`src/rtl/run_ctrl_if.sv`:
```
// Program-image load stream between a word source and run_ctrl.
// master drives the words; slave (run_ctrl) returns ready.
interface run_ctrl_if;
   logic        valid;
   logic        ready;
   logic [31:0] data;
   logic        last;

   modport master (
      output valid,
      output data,
      output last,
      input  ready
   );

   modport slave (
      input  valid,
      input  data,
      input  last,
      output ready
   );
endinterface

```
`src/rtl/run_ctrl.sv`:
```
// Program-run sequencer: load imem, hold core in reset, run, detect halt.
// RUN_CTRL_WATCHDOG_EN enables the TIMEOUT watchdog and the TOUT state.
module run_ctrl #(
   parameter int          IMEM_WORDS = 64,
   parameter logic [31:0] HALT_PC0   = 32'h000000bc,
   parameter logic [31:0] HALT_PC1   = 32'h00000100,
   parameter int          TIMEOUT    = 50000,
   localparam int         AW         = $clog2(IMEM_WORDS)
) (
   input  logic          clk,
   input  logic          reset,
   input  logic          start,
   run_ctrl_if.slave     ld,
   output logic          imem_we,
   output logic [AW-1:0] imem_addr,
   output logic [31:0]   imem_wdata,
   output logic          core_reset,
   input  logic [31:0]   pc,
   output logic          busy,
   output logic          done,
   output logic          timeout,
   output logic [31:0]   halt_pc,
   output logic [31:0]   cycles
);

   typedef enum logic [2:0] {
      IDLE,
      LOAD,
      HOLD,
      RUN,
`ifdef RUN_CTRL_WATCHDOG_EN
      TOUT,
`endif
      DONE
   } state_t;

   state_t        state;
   state_t        next;
   logic [AW-1:0] addr;
   logic          hold_cnt;
   logic          take;
   logic          last_word;
   logic          halt_hit;
   logic          load_go;

   assign take      = ld.valid & ld.ready;
   assign last_word = ld.last | (addr == AW'(IMEM_WORDS - 1));
   assign halt_hit  = (pc == HALT_PC0) | (pc == HALT_PC1);
   assign load_go   = (state != LOAD) & (next == LOAD);

   assign imem_we    = take;
   assign imem_addr  = addr;
   assign imem_wdata = ld.ready ? ld.data : 32'd0;

`ifdef RUN_CTRL_WATCHDOG_EN
   logic wd_hit;
   assign wd_hit = (cycles == 32'(TIMEOUT - 1));
`endif

   always_ff @(posedge clk or negedge reset) begin
      if (!reset) state <= IDLE;
      else        state <= next;
   end

   always_comb begin
      next       = state;
      ld.ready   = 1'b0;
      core_reset = 1'b1;
      unique case (state)
         IDLE: if (start) next = LOAD;
         LOAD: begin
            ld.ready = 1'b1;
            if (take && last_word) next = HOLD;
         end
         HOLD: if (hold_cnt) next = RUN;
         RUN: begin
            core_reset = 1'b0;
            if (halt_hit) next = DONE;
`ifdef RUN_CTRL_WATCHDOG_EN
            else if (wd_hit) next = TOUT;
`endif
         end
`ifdef RUN_CTRL_WATCHDOG_EN
         TOUT: begin
            core_reset = 1'b0;
            if (start) next = LOAD;
         end
`endif
         DONE: begin
            core_reset = 1'b0;
            if (start) next = LOAD;
         end
         default: next = IDLE;
      endcase
   end

   // the last address ends the load, so addr is held there, never wrapped
   always_ff @(posedge clk or negedge reset) begin
      if (!reset) begin
         addr     <= '0;
         hold_cnt <= 1'b0;
         busy     <= 1'b0;
         done     <= 1'b0;
         halt_pc  <= 32'd0;
         cycles   <= 32'd0;
      end else begin
         busy     <= (next == LOAD) | (next == HOLD)
                   | (next == RUN);
         hold_cnt <= (state == HOLD) & ~hold_cnt;
         if (load_go) begin
            addr   <= '0;
            done   <= 1'b0;
            cycles <= 32'd0;
         end else if (take && !(addr == AW'(IMEM_WORDS - 1))) begin
            addr <= addr + AW'(1);
         end
         if (state == RUN) begin
            if (halt_hit) begin
               halt_pc <= pc;
               done    <= 1'b1;
            end
`ifdef RUN_CTRL_WATCHDOG_EN
            else if (!wd_hit) cycles <= cycles + 32'd1;
`else
            else if (cycles != 32'hffffffff) cycles <= cycles + 32'd1;
`endif
         end
      end
   end

`ifdef RUN_CTRL_WATCHDOG_EN
   always_ff @(posedge clk or negedge reset) begin
      if (!reset)                             timeout <= 1'b0;
      else if (load_go)                       timeout <= 1'b0;
      else if (state == RUN && !halt_hit && wd_hit) timeout <= 1'b1;
   end
`else
   assign timeout = 1'b0;
`endif

endmodule

```
`src/flat_wrapper.sv`:
```
// flat-port wrapper written by rule: the top's interface ports become plain ports
module run_ctrl_flat 
#(
   parameter int          IMEM_WORDS = 64,
   parameter logic [31:0] HALT_PC0   = 32'h000000bc,
   parameter logic [31:0] HALT_PC1   = 32'h00000100,
   parameter int          TIMEOUT    = 50000,
   localparam int         AW         = $clog2(IMEM_WORDS)
)
  (clk, reset, start, imem_we, imem_addr, imem_wdata, core_reset, pc, busy, done, timeout, halt_pc, cycles, ld_valid, ld_data, ld_last, ld_ready);
  run_ctrl_if ld_i ();
  input  logic clk;
  input  logic reset;
  input  logic start;
  output logic imem_we;
  output logic [AW-1:0] imem_addr;
  output logic [31:0] imem_wdata;
  output logic core_reset;
  input  logic [31:0] pc;
  output logic busy;
  output logic done;
  output logic timeout;
  output logic [31:0] halt_pc;
  output logic [31:0] cycles;
  input wire logic [$bits(ld_i.valid)-1:0] ld_valid;
  input wire logic [$bits(ld_i.data)-1:0] ld_data;
  input wire logic [$bits(ld_i.last)-1:0] ld_last;
  output wire logic [$bits(ld_i.ready)-1:0] ld_ready;
  assign ld_i.valid = ld_valid;
  assign ld_i.data = ld_data;
  assign ld_i.last = ld_last;
  assign ld_ready = ld_i.ready;
  run_ctrl #(.IMEM_WORDS(IMEM_WORDS), .HALT_PC0(HALT_PC0), .HALT_PC1(HALT_PC1), .TIMEOUT(TIMEOUT)) u_core (.clk(clk), .reset(reset), .start(start), .ld(ld_i), .imem_we(imem_we), .imem_addr(imem_addr), .imem_wdata(imem_wdata), .core_reset(core_reset), .pc(pc), .busy(busy), .done(done), .timeout(timeout), .halt_pc(halt_pc), .cycles(cycles));
endmodule
```
`config.mk`:
```
export PLATFORM = sky130hd
export DESIGN_NAME = run_ctrl_flat
export DESIGN_NICKNAME = d
export VERILOG_FILES = /design/src/rtl/run_ctrl_if.sv /design/src/rtl/run_ctrl.sv /design/src/flat_wrapper.sv
export SDC_FILE = /design/constraint.sdc
export NUM_CORES = 1
export LEC_CHECK = 0
export ABC_AREA = 1
export BUFFER_PORTS_ARGS = -buffer_cell sky130_fd_sc_hd__buf_2
export CORE_MARGIN = 5
export CORE_UTILIZATION = 49
export CTS_CLUSTER_DIAMETER = 120
export CTS_CLUSTER_SIZE = 10
export DETAILED_ROUTE_END_ITERATION = 10
export PLACE_DENSITY = 0.8
export SLEW_MARGIN = 20
export SYNTH_ARGS = -nofsm -noshare
export SYNTH_HDL_FRONTEND = slang
export SYNTH_SLANG_ARGS = --single-unit
```
`constraint.sdc`:
```
create_clock -name clk -period 1.88 [get_ports clk]
set_input_delay 0.094 -clock clk [delete_from_list [all_inputs] [get_ports clk]]
set_output_delay 0.094 -clock clk [all_outputs]
set_load 0.05 [all_outputs]
```
==> impl_metrics.yaml <==
die:
  die_y_um: 106
  initial_core_util_pct: 49.5
  die_w_um: 106
  dieArea_mm2: 0.0112
  core.rowCount: 35
  coreArea_mm2: 0.00911
  num_io_pins: 177
cells_and_area:
  area_growth_pct: 35.7
  design_area_mm2: 0.00611
  fillCellCount: 780
  seq_area_mm2: 0.00191
  drive_gt1_share_pct: 31.6
  antenna_cells: 0
  multiInputGateArea_mm2: 0.00234
  nets: 915
grt:
  grt_pass1_wl_um: 21400
  gr-usage-met2_pct: 40.5
  overflow: 0
  grt_use_total_pct: 23.4
  grt_pass1_vias: 4580
  busiest_layer: "met2"
  antenna_found_initial: 0
  gr-usage-met1_pct: 28.0
  grtUsageMet3_pct: 7.04
  grt_max_degree: 66
sta:
  tightest_slew_ns: 0.801
  slew_violations: 0
  finalHoldViolCount: 0
  final.setup_skew_ns: 0.0112
  final.setup.tns_ns: 0
  rsz0062_at_grt: "true"
  setup_violations: 0
  max_slew_margin_pct: 46.6
  fmax_mhz: 556
  timing.final.crit_period_ns: 1.80
  period_share_pct: 95.6
power_and_ir_drop:
  ir_worst_vdd_mv: 0.803
  p_clk_share_pct: 21.5
  powerDensity_mw_per_mm2: 1120
  switching_share_pct: 48.8
  switchingPower_mw: 3.32
  seq_power_share_pct: 28.5
  p_leak_nw: 3.55
  fin_total_pwr_mw: 6.82
  p_int_mw: 3.49
  p_comb_share_pct: 50.0
synth:
  yosysWarningCount: 0
  synth.area.top_cells: "dfrtp_1, nand2_1, nor2_1"
  synth_most_common_cell: "nand2_1"
  ys_ff_latch: 76
  avgSynthCellArea_um2: 6.81
  syn-num-nets: 732
  synth_top_area_share_pct: 42.2
  ys_top_cells_by_count: "nand2_1, nor2_1, inv_1"
  syn-cell-area_mm2: 0.00450
  synth-main-ff-cell: "dfrtp_1"
  synth_top_cell_by_area: "dfrtp_1"
  postSynthCellCount: 661
  async_reset_ff_share_pct: 100
  ys_types: 33
  synth-edff-count: 0
  yosysSeqAreaShare_pct: 42.2
setup_path:
  path_class: "reg -> out"
  rrSetupSlack_ns: 0.16
  timing.rr.start: "u_core.cycles[0]$_DFF_PN0_"
  cp-start-kind: "flop"
  cp_max_fo: 32
  r2r_cells: 10
  endpoint_kind: "output pin"
  required_ns: 1.79
  r2r-end: "u_core.cycles[25]$_DFF_PN0_"
  worst_ep_arrival_time_ns: 1.70
clock_network:
  clockBufferDepth: 2
  path_clk_slew_ns: 0.09
  cts.sinks: 76
  worstSkewPairLatency_ns: 0.36
  htree_levels: 3
  cts_buffers: 9
  tritoncts: "done"
  cts-root-buf: "clkbuf_8"
flow_run:
  cap_violations: 0
run_status:
  run_status: "complete, no violations"
placed_design:
  dp.final_hpwl_um: 9980
  gp_congestion: 0.923
  place_area_mm2: 0.00576
  port_buffers: 175
routing:
  wl_um: 13200
  ant_nets: 0
  wl_per_cell_um: 13.7
  vias_per_cell: 4.99
  drtIter0Drc: 243
  route.detailed.drc: 0
  vias: 4795
  dr.pass1.iters: 5
hold_path:
  hold_depth: 4
  min_path_type: "in -> reg"
  hold_end: "u_core.state[2]$_DFF_PN0_"
  worstHoldStart: "start"
-- power groups by stage --
stage          Clock, mW  Combinational, mW  Sequential (mW)
6_report            1.46               3.41             1.94
5_1_grt             1.56               3.63             1.97
4_1_cts             1.48               3.24             1.95
3_5_place_dp           0               3.23             1.98
3_3_place_gp           0               3.18             1.97
2_1_floorplan          0               2.11             2.32
-- flip-flops by register name (all words and copies together), names as in the netlist --
signal and flops:
u_core.cycles 32, u_core.halt_pc 32, u_core.done 1, u_core.imem_addr 6
u_core.state 3, u_core.busy 1, u_core.hold_cnt 1
-- how the worst max path moves through the flow --
stage,from,endpoint,slack (ns),cells after the start
6_report,u_core.state[0]$_DFF_PN0_,imem_wdata[31],0.08,6
3_5_place_dp,u_core.imem_addr[0]$_DFFE_PN0P_,u_core.imem_addr[5]$_DFFE_PN0P_,0.11,7
3_3_place_gp,u_core.imem_addr[0]$_DFFE_PN0P_,u_core.imem_addr[4]$_DFFE_PN0P_,0.26,7
4_1_cts,u_core.state[0]$_DFF_PN0_,imem_wdata[0],0.007,6
5_1_grt,u_core.state[0]$_DFF_PN0_,imem_wdata[31],-0.06,6
2_1_floorplan,u_core.state[2]$_DFF_PN0_,imem_wdata[25],-0.07,5
-- final cells by class --
type                       instances  area share, %
clock buffer                       9           2.03
clock inverter                     7           1.74
inverter                          99           6.08
multi-input combinational        466           38.3
sequential                        76           31.3
tap                              111           2.27
timing repair buffer             192           18.3
-- layout by cell type (no fill, tap or decap), drive strengths merged --
master       count
clkinv           2
or2              1
nor2           135
dlygate4sd3      1
o21a             2
bufinv           2
clkbuf          17
nor4             1
buf            183
ha               2
nand4            4
conb             1
nor3             8
nand3b           3
dfrtp           76
nand2          198
nand3           74
xor2            15
a22oi            1
a21oi            4
o21ai            6
inv            102
xnor2           11
-- metal layers --
layer  up-vias  share of wire (%)
met3        21                8.4
met5         -                  0
met4         0                1.5
met1      2215                 41
met2       192                 49
li1       2367                  -
-- stage by stage --
stage	worst slack, ns	utilization [%]	instances	hold slack (ns)
after detailed placement	0.109	63.2	940	0.240
after floorplan	-0.0698	-	661	-0.202
after global routing	-0.0604	67.1	960	0.00777
after CTS	0.00670	65.8	957	0.00392
after global placement	0.259	63.2	940	0.231
final	0.0826	67.1	960	0.00814
-- timing repair --
| action | CTS | global route |
|---|---|---|
| hold endpoints to repair | 63 | 0 |
| resized for setup | 0 | 60 |
| endpoints found under the setup margin | 0 | 36 |
| buffers inserted | 0 | 3 |
| hold buffers | 1 | 0 |
-- worst max-delay path, stage by stage, from the launching register on --
cell and delay, ns:
dfrtp_1 0.40, inv_2 0.09, nor3_4 0.21, inv_2 0.07, buf_12 0.22, nor2_1 0.14
buf_4 0.21
-- logic make-up (layout without fill, tap and decap cells) --
kind of cell / after synthesis / in the layout / synth area share (%)
AOI/OAI and AO/OA: 13 / 13 / 1.72
xor gates and xnor gates: 26 / 26 / 5.06
adders and majority gates: 2 / 2 / 0.555
buffers and inverters: 119 / 307 / 10.6
DFF: 76 / 76 / 42.2
other: 1 / 1 / 0.0833
and+or+nand+nor: 424 / 424 / 39.8
(Power assumes the default switching activity.)
